===== src/rtl/mem_bus_stage_pkg.sv =====
// Shared definitions for the MEM-stage bus block: aluop codes, FSM states and
// helpers that decode memory ops into byte lanes, store data and alignment.
// Purely declarative; no ports.
package mem_bus_stage_pkg;

  localparam logic [7:0] OP_LB  = 8'hE0;
  localparam logic [7:0] OP_LH  = 8'hE1;
  localparam logic [7:0] OP_LW  = 8'hE3;
  localparam logic [7:0] OP_LBU = 8'hE4;
  localparam logic [7:0] OP_LHU = 8'hE5;
  localparam logic [7:0] OP_SB  = 8'hE8;
  localparam logic [7:0] OP_SH  = 8'hE9;
  localparam logic [7:0] OP_SW  = 8'hEB;

  typedef enum logic [1:0] {
    ST_IDLE = 2'd0,
    ST_BUSY = 2'd1,
    ST_DONE = 2'd2
  } state_t;

  function automatic logic is_mem_op(input logic [7:0] op);
    case (op)
      OP_LB, OP_LH, OP_LW, OP_LBU, OP_LHU, OP_SB, OP_SH, OP_SW: return 1'b1;
      default: return 1'b0;
    endcase
  endfunction

  function automatic logic is_store_op(input logic [7:0] op);
    case (op)
      OP_SB, OP_SH, OP_SW: return 1'b1;
      default: return 1'b0;
    endcase
  endfunction

  function automatic logic is_misaligned(input logic [7:0] op, input logic [1:0] lo);
    case (op)
      OP_LH, OP_LHU, OP_SH: return lo[0];
      OP_LW, OP_SW:         return (lo != 2'b00);
      default:              return 1'b0;
    endcase
  endfunction

  // Big-endian lanes: byte address 0 lives in bits 31:24, so sel bit 3.
  function automatic logic [3:0] lane_sel(input logic [7:0] op, input logic [1:0] lo);
    case (op)
      OP_LB, OP_LBU, OP_SB: return 4'b1000 >> lo;
      OP_LH, OP_LHU, OP_SH: return lo[1] ? 4'b0011 : 4'b1100;
      OP_LW, OP_SW:         return 4'b1111;
      default:              return 4'b0000;
    endcase
  endfunction

  // Replicating the data lets the slave pick it up from whichever lane sel enables.
  function automatic logic [31:0] store_data(input logic [7:0] op, input logic [31:0] d);
    case (op)
      OP_SB:   return {4{d[7:0]}};
      OP_SH:   return {2{d[15:0]}};
      OP_SW:   return d;
      default: return 32'h0;
    endcase
  endfunction

endpackage


===== src/rtl/mem_bus_stage_load_align.sv =====
// load_align: picks the addressed big-endian byte/half out of a read word and
// sign- or zero-extends it according to the load op. Combinational.
// Ports: i_aluop (load op), i_addr_lo (addr[1:0]), i_rdata (bus word), o_data (GPR value).
module load_align
  import mem_bus_stage_pkg::*;
(
  input  logic [7:0]  i_aluop,
  input  logic [1:0]  i_addr_lo,
  input  logic [31:0] i_rdata,
  output logic [31:0] o_data
);

  logic [7:0]  w_byte;
  logic [15:0] w_half;

  always_comb begin
    w_byte = i_rdata[31:24];
    case (i_addr_lo)
      2'b01:   w_byte = i_rdata[23:16];
      2'b10:   w_byte = i_rdata[15:8];
      2'b11:   w_byte = i_rdata[7:0];
      default: w_byte = i_rdata[31:24];
    endcase
    w_half = i_addr_lo[1] ? i_rdata[15:0] : i_rdata[31:16];

    o_data = 32'h0;
    case (i_aluop)
      OP_LB:   o_data = {{24{w_byte[7]}}, w_byte};
      OP_LBU:  o_data = {24'h0, w_byte};
      OP_LH:   o_data = {{16{w_half[15]}}, w_half};
      OP_LHU:  o_data = {16'h0, w_half};
      OP_LW:   o_data = i_rdata;
      default: o_data = 32'h0;
    endcase
  end

endmodule


===== src/rtl/mem_bus_stage.sv =====
// mem_bus_stage: MEM pipeline stage; passes ALU results through and runs
// loads/stores over a req/ack bus via an IDLE->BUSY->DONE FSM (>=3 cycles/access).
// Backpressure: stallreq_o holds the pipeline in IDLE/BUSY; the bus may hold ack off forever.
// Ports: EX/MEM inputs (wd/wreg/wdata/hi/lo/whilo, aluop, mem_addr, reg2), bus master
// (bus_*), MEM/WB outputs (wd/wreg/wdata/hi/lo/whilo), stallreq_o, align_err_o.
module mem_bus_stage
  import mem_bus_stage_pkg::*;
(
  input  logic        clk,
  input  logic        rst,
  input  logic [4:0]  wd_i,
  input  logic        wreg_i,
  input  logic [31:0] wdata_i,
  input  logic [31:0] hi_i,
  input  logic [31:0] lo_i,
  input  logic        whilo_i,
  input  logic [7:0]  aluop_i,
  input  logic [31:0] mem_addr_i,
  input  logic [31:0] reg2_i,
  output logic        bus_req_o,
  output logic        bus_we_o,
  output logic [31:0] bus_addr_o,
  output logic [3:0]  bus_sel_o,
  output logic [31:0] bus_wdata_o,
  input  logic [31:0] bus_rdata_i,
  input  logic        bus_ack_i,
  output logic [4:0]  wd_o,
  output logic        wreg_o,
  output logic [31:0] wdata_o,
  output logic [31:0] hi_o,
  output logic [31:0] lo_o,
  output logic        whilo_o,
  output logic        stallreq_o,
  output logic        align_err_o
);

  state_t      r_state;
  state_t      w_state_nxt;
  logic [31:0] r_addr;
  logic [3:0]  r_sel;
  logic        r_we;
  logic [31:0] r_wdata;
  logic [31:0] r_rdata;
  logic [7:0]  r_aluop;
  logic [1:0]  r_addr_lo;

  logic        w_is_mem;
  logic        w_misalign;
  logic        w_start;
  logic [31:0] w_load_data;

  assign w_is_mem   = is_mem_op(aluop_i);
  assign w_misalign = is_misaligned(aluop_i, mem_addr_i[1:0]);
  assign w_start    = (r_state == ST_IDLE) && w_is_mem && !w_misalign;

  // Bus request fields are latched on entry to BUSY so they stay stable until ack.
  always_ff @(posedge clk) begin
    if (rst) begin
      r_state   <= ST_IDLE;
      r_addr    <= 32'h0;
      r_sel     <= 4'h0;
      r_we      <= 1'b0;
      r_wdata   <= 32'h0;
      r_rdata   <= 32'h0;
      r_aluop   <= 8'h0;
      r_addr_lo <= 2'b00;
    end else begin
      r_state <= w_state_nxt;
      if (w_start) begin
        r_addr    <= {mem_addr_i[31:2], 2'b00};
        r_sel     <= lane_sel(aluop_i, mem_addr_i[1:0]);
        r_we      <= is_store_op(aluop_i);
        r_wdata   <= store_data(aluop_i, reg2_i);
        r_aluop   <= aluop_i;
        r_addr_lo <= mem_addr_i[1:0];
      end
      if ((r_state == ST_BUSY) && bus_ack_i) begin
        r_rdata <= bus_rdata_i;
      end
    end
  end

  load_align u_load_align (
    .i_aluop   (r_aluop),
    .i_addr_lo (r_addr_lo),
    .i_rdata   (r_rdata),
    .o_data    (w_load_data)
  );

  assign bus_req_o   = (r_state == ST_BUSY);
  assign bus_we_o    = (r_state == ST_BUSY) && r_we;
  assign bus_addr_o  = r_addr;
  assign bus_sel_o   = r_sel;
  assign bus_wdata_o = r_wdata;

  always_comb begin
    w_state_nxt = r_state;
    wd_o        = wd_i;
    wreg_o      = wreg_i;
    wdata_o     = wdata_i;
    hi_o        = hi_i;
    lo_o        = lo_i;
    whilo_o     = whilo_i;
    stallreq_o  = 1'b0;
    align_err_o = 1'b0;

    case (r_state)
      ST_IDLE: begin
        // A memory op never writes back until DONE; a misaligned one never does.
        if (w_is_mem) begin
          wreg_o = 1'b0;
          if (w_misalign) begin
            align_err_o = 1'b1;
          end else begin
            stallreq_o  = 1'b1;
            w_state_nxt = ST_BUSY;
          end
        end
      end
      ST_BUSY: begin
        wreg_o     = 1'b0;
        stallreq_o = 1'b1;
        if (bus_ack_i) w_state_nxt = ST_DONE;
      end
      ST_DONE: begin
        w_state_nxt = ST_IDLE;
        if (r_we) wreg_o = 1'b0;
        else      wdata_o = w_load_data;
      end
      default: w_state_nxt = ST_IDLE;
    endcase

    if (rst) begin
      wd_o        = 5'h0;
      wreg_o      = 1'b0;
      wdata_o     = 32'h0;
      hi_o        = 32'h0;
      lo_o        = 32'h0;
      whilo_o     = 1'b0;
      stallreq_o  = 1'b0;
      align_err_o = 1'b0;
    end
  end

endmodule


===== config.mk =====
export PLATFORM = sky130hd
export DESIGN_NAME = mem_bus_stage
export DESIGN_NICKNAME = d
export VERILOG_FILES = /design/src/rtl/mem_bus_stage_pkg.sv /design/src/rtl/mem_bus_stage_load_align.sv /design/src/rtl/mem_bus_stage.sv
export SDC_FILE = /design/constraint.sdc
export NUM_CORES = 1
export LEC_CHECK = 0
export ABC_AREA = 1
export BUFFER_PORTS_ARGS = -buffer_cell sky130_fd_sc_hd__buf_2
export CORE_AREA = 2 2 149 151
export DETAILED_ROUTE_END_ITERATION = 7
export DIE_AREA = 0 0 151 153
export PLACE_DENSITY = 0.65
export SLEW_MARGIN = 30
export SYNTH_ARGS = -nofsm -noshare
export SYNTH_HDL_FRONTEND = slang
export SYNTH_HIERARCHICAL = 1
export SYNTH_SLANG_ARGS = --single-unit
export TNS_END_PERCENT = 5

===== constraint.sdc =====
create_clock -name clk -period 2 [get_ports clk]
set_input_delay 0.4 -clock clk [delete_from_list [all_inputs] [get_ports clk]]
set_output_delay 0.4 -clock clk [all_outputs]
set_load 0.02 [all_outputs]

==> After elaboration in Yosys (flattened, before gate mapping) <==
Cells that the tools add are included.
Widths: inputs -> output; s select.
{ "op_classes": {"eq_ne": 21, "n_reduce_logical": 13, "n_shift": 1, "mux": 32} }
{ "ops": {"columns": ["op", "n"], "rows": [
  ["$mux 32", 5],
  ["$pmux 32 s5", 1],
  ["$eq 8x8->1 const B", 13],
  ["$pmux 32 s3", 1],
  ["$pmux 8 s3", 1],
  ["$mux 16", 1],
  ["$mux 1", 13],
  ["$pmux 4 s3", 1],
  ["$reduce_or 3->1", 3],
  ["$reduce_or 8->1", 1],
  ["$eq 2x2->1 const B", 3],
  ["$mux 2", 3],
  ["$mux 5", 1],
  ["$eq 2x1->1 const B", 2],
  ["$logic_and 1x1->1", 4],
  ["$mux 4", 1],
  ["$ne 2x2->1 const B", 2],
  ["$pmux 1 s2", 2],
  ["$pmux 2 s2", 1],
  ["$shr 4x2->4 const A", 1],
  ["$pmux 1 s3", 1],
  ["$reduce_and 3->1", 1],
  ["$logic_not 2->1", 1],
  ["$ne 2x1->1 const B", 1],
  ["other kinds (3)", 3]
]} }
{ "word_totals": {"elab_cells": 75, "input_bits": 210, "regBits": 111, "output_inout_bits": 175} }

==> Longest topological paths before layout <==
{ "logic_depth": {"ltp_word": 7, "mapped_depth": 12, "ltp_nobuf": 10} }

==> Cells and area by module <==
The synthesis kept the hierarchy.
{ "by_module_without_submodules": {"columns": ["module", "cells_per_inst", "area_per_inst_um2", "seq_area_each_um2", "n_inst"], "rows": [
  ["mem_bus_stage", 982, 5939.4, 2222.1, 1],
  ["load_align", 238, 1163.6, 0.0, 1]
]} }

==> Worst setup path before layout <==
No wires, ideal clock.
{ "synth_path": {"path_kind": "input-to-output", "from": "input port aluop_i[6]", "to": "output port stallreq_o", "setup_slack_ns": -0.165, "stages": 9, "t_arrival_ns": 1.765, "path_cell_list": "nand2_1 nor2_2 buf_4 nand2_1 nand3_2 nand3_2 buf_6 buf_2 a21oi_1"} }
{ "synth_between": {"elab_chain_cells": 7} }
{ "synth_lines": {"columns": ["item", "line_no", "rtl"], "rows": [
  ["start: declaration", "mem_bus_stage.sv:17", "input logic [7:0] aluop_i,"],
  ["$eq 8x8->1", "mem_bus_stage_pkg.sv:22, mem_bus_stage_pkg.sv:36", null],
  ["$reduce_or 3->1 or $reduce_or 2->1 (tied branches)", "mem_bus_stage_pkg.sv:36", "case (op)"],
  ["$pmux 1 s2", "mem_bus_stage_pkg.sv:36", null],
  ["$mux 1", "mem_bus_stage.sv:112", "if (w_misalign) begin"],
  ["$mux 1 (*)", "mem_bus_stage.sv:110", "if (w_is_mem) begin"],
  ["$pmux 1 s2 (*)", "mem_bus_stage.sv:107", "case (r_state)"],
  ["$mux 1 (*)", "mem_bus_stage.sv:133", "if (rst) begin"],
  ["end: declaration", "mem_bus_stage.sv:33", "output logic stallreq_o,"]
]} }
Mark *: on every way between the ends. The rest lies on a longest branch, timed or not.

==> Final worst setup path <==
{ "layout_path": {"from": "register r_aluop[7]", "to": "output port wdata_o[29]"} }
{ "layout_between": {"elab_chain_cells": 5} }
{ "layout_lines": {"columns": ["item", "line_no", "rtl"], "rows": [
  ["start: declaration", "mem_bus_stage.sv:44", "logic [7:0] r_aluop;"],
  ["start signal: assignment", "mem_bus_stage.sv:74", "r_aluop <= aluop_i;"],
  ["$eq 8x8->1", "mem_bus_stage_load_align.sv:27", "case (i_aluop)"],
  ["$pmux 32 s5 (*)", "mem_bus_stage_load_align.sv:27", null],
  ["named net w_load_data[29]", "mem_bus_stage.sv:50", "logic [31:0] w_load_data;"],
  ["$mux 32 (*)", "mem_bus_stage.sv:127", "if (r_we) wreg_o = 1'b0;"],
  ["$mux 32 (*)", "mem_bus_stage.sv:107", null],
  ["$mux 32 (*)", "mem_bus_stage.sv:133", null],
  ["end: declaration", "mem_bus_stage.sv:29", "output logic [31:0] wdata_o,"]
]} }
The timed path passes the listed nets; every way through them passes the cells marked *.

==> impl_metrics.yaml <==
critical_path:
  maximum_net_fanout_on_the_critical_path: 6
  worst-path-buf-inv: 3
  timing.setup.critical_path_class: "reg -> out"
  ff2ff_path_depth: 7
  critical-path-top-cell-by-count: "sky130_fd_sc_hd__nand3_1"
  reg2reg_slack_ns: 0.49
  worst_path_cell_with_the_longest_stage_delay: "sky130_fd_sc_hd__dfxtp_2"
  critical_path.endpoint_type: "output pin"
  crit_path_cell_trace: "nand2_2 > nor2_4 > buf_12 > clkbuf_16 > nand3_1 > nand3_1 > o21ai_0 > a21oi_1 > buf_4"
  cp-start-kind: "flip-flop"
  critical-path-top-delay-family: "buffers and inverters"
  path_depth: 9
  critical_path.max_stage_delay_ns: 0.35
  critPathRequiredTime_ns: 1.60
  timing.critical_path.arrival_ns: 1.87
cts:
  tritoncts_clock_tree: "yes"
  cts_htree_levels: 3
  cts_num_sinks: 111
  clock_insertion_delay_worst_skew_ns: 0.36
  cts_max_path_buffers: 2
  cts_root_buffer: "sky130_fd_sc_hd__clkbuf_16"
  cts_inserted_buffers: 9
  clock_edge_transition_at_the_registers_on_the_reported_setup_and_hold_paths_ns: 0.08
power_and_ir_drop:
  leak_nw: 5.79
  power_per_cell_area_nw_per_um2: 505
  vdd_drop_max_uv: 362
synthesis:
  synth.avg_cell_area_um2: 5.82
  ys_ff_latch: 111
  synth_seq_area_share_pct: 31.3
  yosys_warnings: 6
  synth.distinct_cells: 29
  netlist_area_before_placement_um2: 7100
  netlist_instances: 1220
place:
  port_buffers: 382
  dp_hpwl_mm: 19.7
  placement.cell_area_um2: 9430
  dp_cells: 1847
  finalWeightedCongestion: 0.897
cells_and_area:
  number_of_standard_cells_in_the_final_layout_excluding_fillers: 1879
  nets: 1802
  layout-drive-gt1-share_pct: 33.1
  area_delta_synth_final_pct: 44.4
  postLayoutCellArea_um2: 10300
sta:
  final_period_minus_worst_setup_slack_ns: 2.27
  grt_setup_unrepaired: "yes"
  final_hold_viol_count: 0
  report.final.setup_viol: 32
  maxSlewViolCount: 0
  fmax_ghz: 0.441
  timing.clock.skew_ns: 0.0167
  postLayoutSetupSlackWorst_ns: -0.267
  post-route-period-util_pct: 113
floorplan:
  die-height_um: 153
  die_width_um: 151
  floorplan.die_area_um2: 23100
  rows: 54
  ios: 385
  initial_utilization_pct: 33.1
  core_area_um2: 21500
global_route:
  grt_util_met2_pct: 38.0
  met3_usage_pct: 3.43
  grt.busiest_layer: "met2"
  groute.usage.overall_pct: 21.3
  gr_layer_usage_met1_pct: 27.0
  grt_pass1_vias: 7696
  maximum_number_of_pins_on_one_net_before_global_route_repair: 100
  grt_first_pass_wirelength_mm: 39.6
  global_route.overflow_total: 0
  initial_antenna_violation_count: 6
drt:
  routed_wl_mm: 26.1
  via_count: 8772
  drt-vias-per-instance: 4.67
  detail_route.wl_per_cell_um: 13.9
  detail_route.iter0.violations: 559
  detail-route-antenna-nets: 0
  drt-pass1-iter-count: 5
  drc: 0
status:
  result_of_the_run: "finished with violations"
  failed_checks: "setup timing"
job:
  cap_violations: 0
min_path:
  hold_path_class: "in -> reg"
  hold_path_depth: 3
## flip-flops by register name (all words and copies together), names as in the netlist
name and flops:
bus_wdata_o 32, r_rdata 32, bus_addr_o 30, r_aluop 8
bus_sel_o 4, r_addr_lo 2, r_state 2, r_we 1
## path summary, 6_finish.rpt
check,from,end
hold reg to reg,r_aluop[4],r_aluop[4]
setup / recovery,r_aluop[7],wdata_o[29]
setup reg to reg,r_state[0],r_rdata[1]
hold / removal,mem_addr_i[25],bus_addr_o[25]
## layout by cell type (no fill, tap or decap), types with 3 or more instances in the layout
cell type | netlist | routed
sky130_fd_sc_hd__buf_2 | 18 | 348
sky130_fd_sc_hd__nand2_1 | 262 | 248
sky130_fd_sc_hd__nand3_1 | 218 | 206
sky130_fd_sc_hd__inv_1 | 192 | 190
sky130_fd_sc_hd__nor2_1 | 178 | 175
sky130_fd_sc_hd__dfxtp_1 | 111 | 103
sky130_fd_sc_hd__a21oi_1 | 97 | 94
sky130_fd_sc_hd__buf_4 | 10 | 69
sky130_fd_sc_hd__o21ai_1 | 0 | 20
sky130_fd_sc_hd__nand2_2 | 3 | 16
sky130_fd_sc_hd__o21ai_0 | 37 | 15
sky130_fd_sc_hd__nand3_2 | 4 | 13
sky130_fd_sc_hd__clkbuf_16 | 0 | 12
sky130_fd_sc_hd__buf_6 | 9 | 11
sky130_fd_sc_hd__buf_12 | 0 | 9
sky130_fd_sc_hd__inv_2 | 5 | 8
sky130_fd_sc_hd__dfxtp_2 | 0 | 6
sky130_fd_sc_hd__nand3b_1 | 6 | 6
sky130_fd_sc_hd__nor2_4 | 3 | 5
sky130_fd_sc_hd__nand3_4 | 1 | 5
sky130_fd_sc_hd__o21a_1 | 4 | 4
sky130_fd_sc_hd__nor2_2 | 2 | 3
sky130_fd_sc_hd__nor3_1 | 4 | 3
## stage by stage
stage | util [%] | TNS (ns) | setup slack [ns] | hold slack, ns | total power, mW
after global placement | 43.9 | -0.0676 | -0.0516 | 0.428 | 3.25
after CTS | 46.8 | -8.53 | -0.280 | 0.250 | 5.23
after detailed placement | 43.9 | -0.0726 | -0.0475 | 0.445 | 3.25
after floorplan | - | 0 | 0.00136 | 0.417 | 2.81
after global routing | 47.7 | -11.32 | -0.393 | 0.249 | 5.41
final | 47.8 | -7.40 | -0.267 | 0.261 | 5.19
## worst reg2reg max path, delay by kind of cell, from the launching register on
family          cells  cell delay [ns]
buf+inv             3             0.65
flops               1             0.34
simple gates        3             0.34
compound gates      1             0.06
## synthesized netlist by cell type (all sizes together)
| library cell | instances | area share [%] |
|---|---|---|
| a21oi | 97 | 6.8 |
| and2 | 1 | 0.12 |
| buf | 39 | 3.9 |
| clkbuf | 45 | 2.4 |
| clkinv | 1 | 0.053 |
| conb | 1 | 0.053 |
| dfxtp | 111 | 31 |
| inv | 198 | 10 |
| nand2 | 265 | 14 |
| nand3 | 223 | 16 |
| nand3b | 6 | 0.63 |
| nand4 | 2 | 0.18 |
| nor2 | 183 | 10 |
| nor3 | 6 | 0.65 |
| o21a | 4 | 0.42 |
| o21ai | 37 | 2.6 |
| or2 | 1 | 0.088 |
## metal layers
layer	wire, µm	share of wire (%)	vias to the layer above
met3	1690	6.5	28
met1	10800	41	3881
met2	13300	51	328
met4	380	1.5	2
li1	-	-	4533
met5	13	0.050	-
## cells by family (layout without fill, tap and decap cells)
| group | count (synthesis) | after routing | synth area share [%] |
|---|---|---|---|
| and+or+nand+nor | 687 | 688 | 42.0 |
| buffers and inverters | 283 | 658 | 16.8 |
| AOI/OAI and AO/OA | 138 | 138 | 9.86 |
| DFF | 111 | 111 | 31.3 |
| other | 1 | 4 | 0.0528 |
## repair_timing
item,CTS,global route
setup endpoints to repair,33,35
hold buffers,0,0
cloned,5,4
setup buffers,4,3
pin swaps,26,22
gates resized for setup,75,45
## final cells by class
type	instances	area, µm²
fillers	2269	11200
multi-input cells	828	3890
repair buffers	443	2700
flip-flops and latches	111	2240
inverters	199	752
well taps	280	350
clock buffers	10	239
clock inverters	6	87.6
diodes	2	5.00
## power breakdown
group          switching, mW  internal, mW  total, mW
Clock                  0.914          1.04       1.95
Combinational          0.583         0.389      0.972
Sequential            0.0211          2.24       2.26
Total                   1.52          3.67       5.19
No activity file was read; power rests on OpenSTA's default activity.
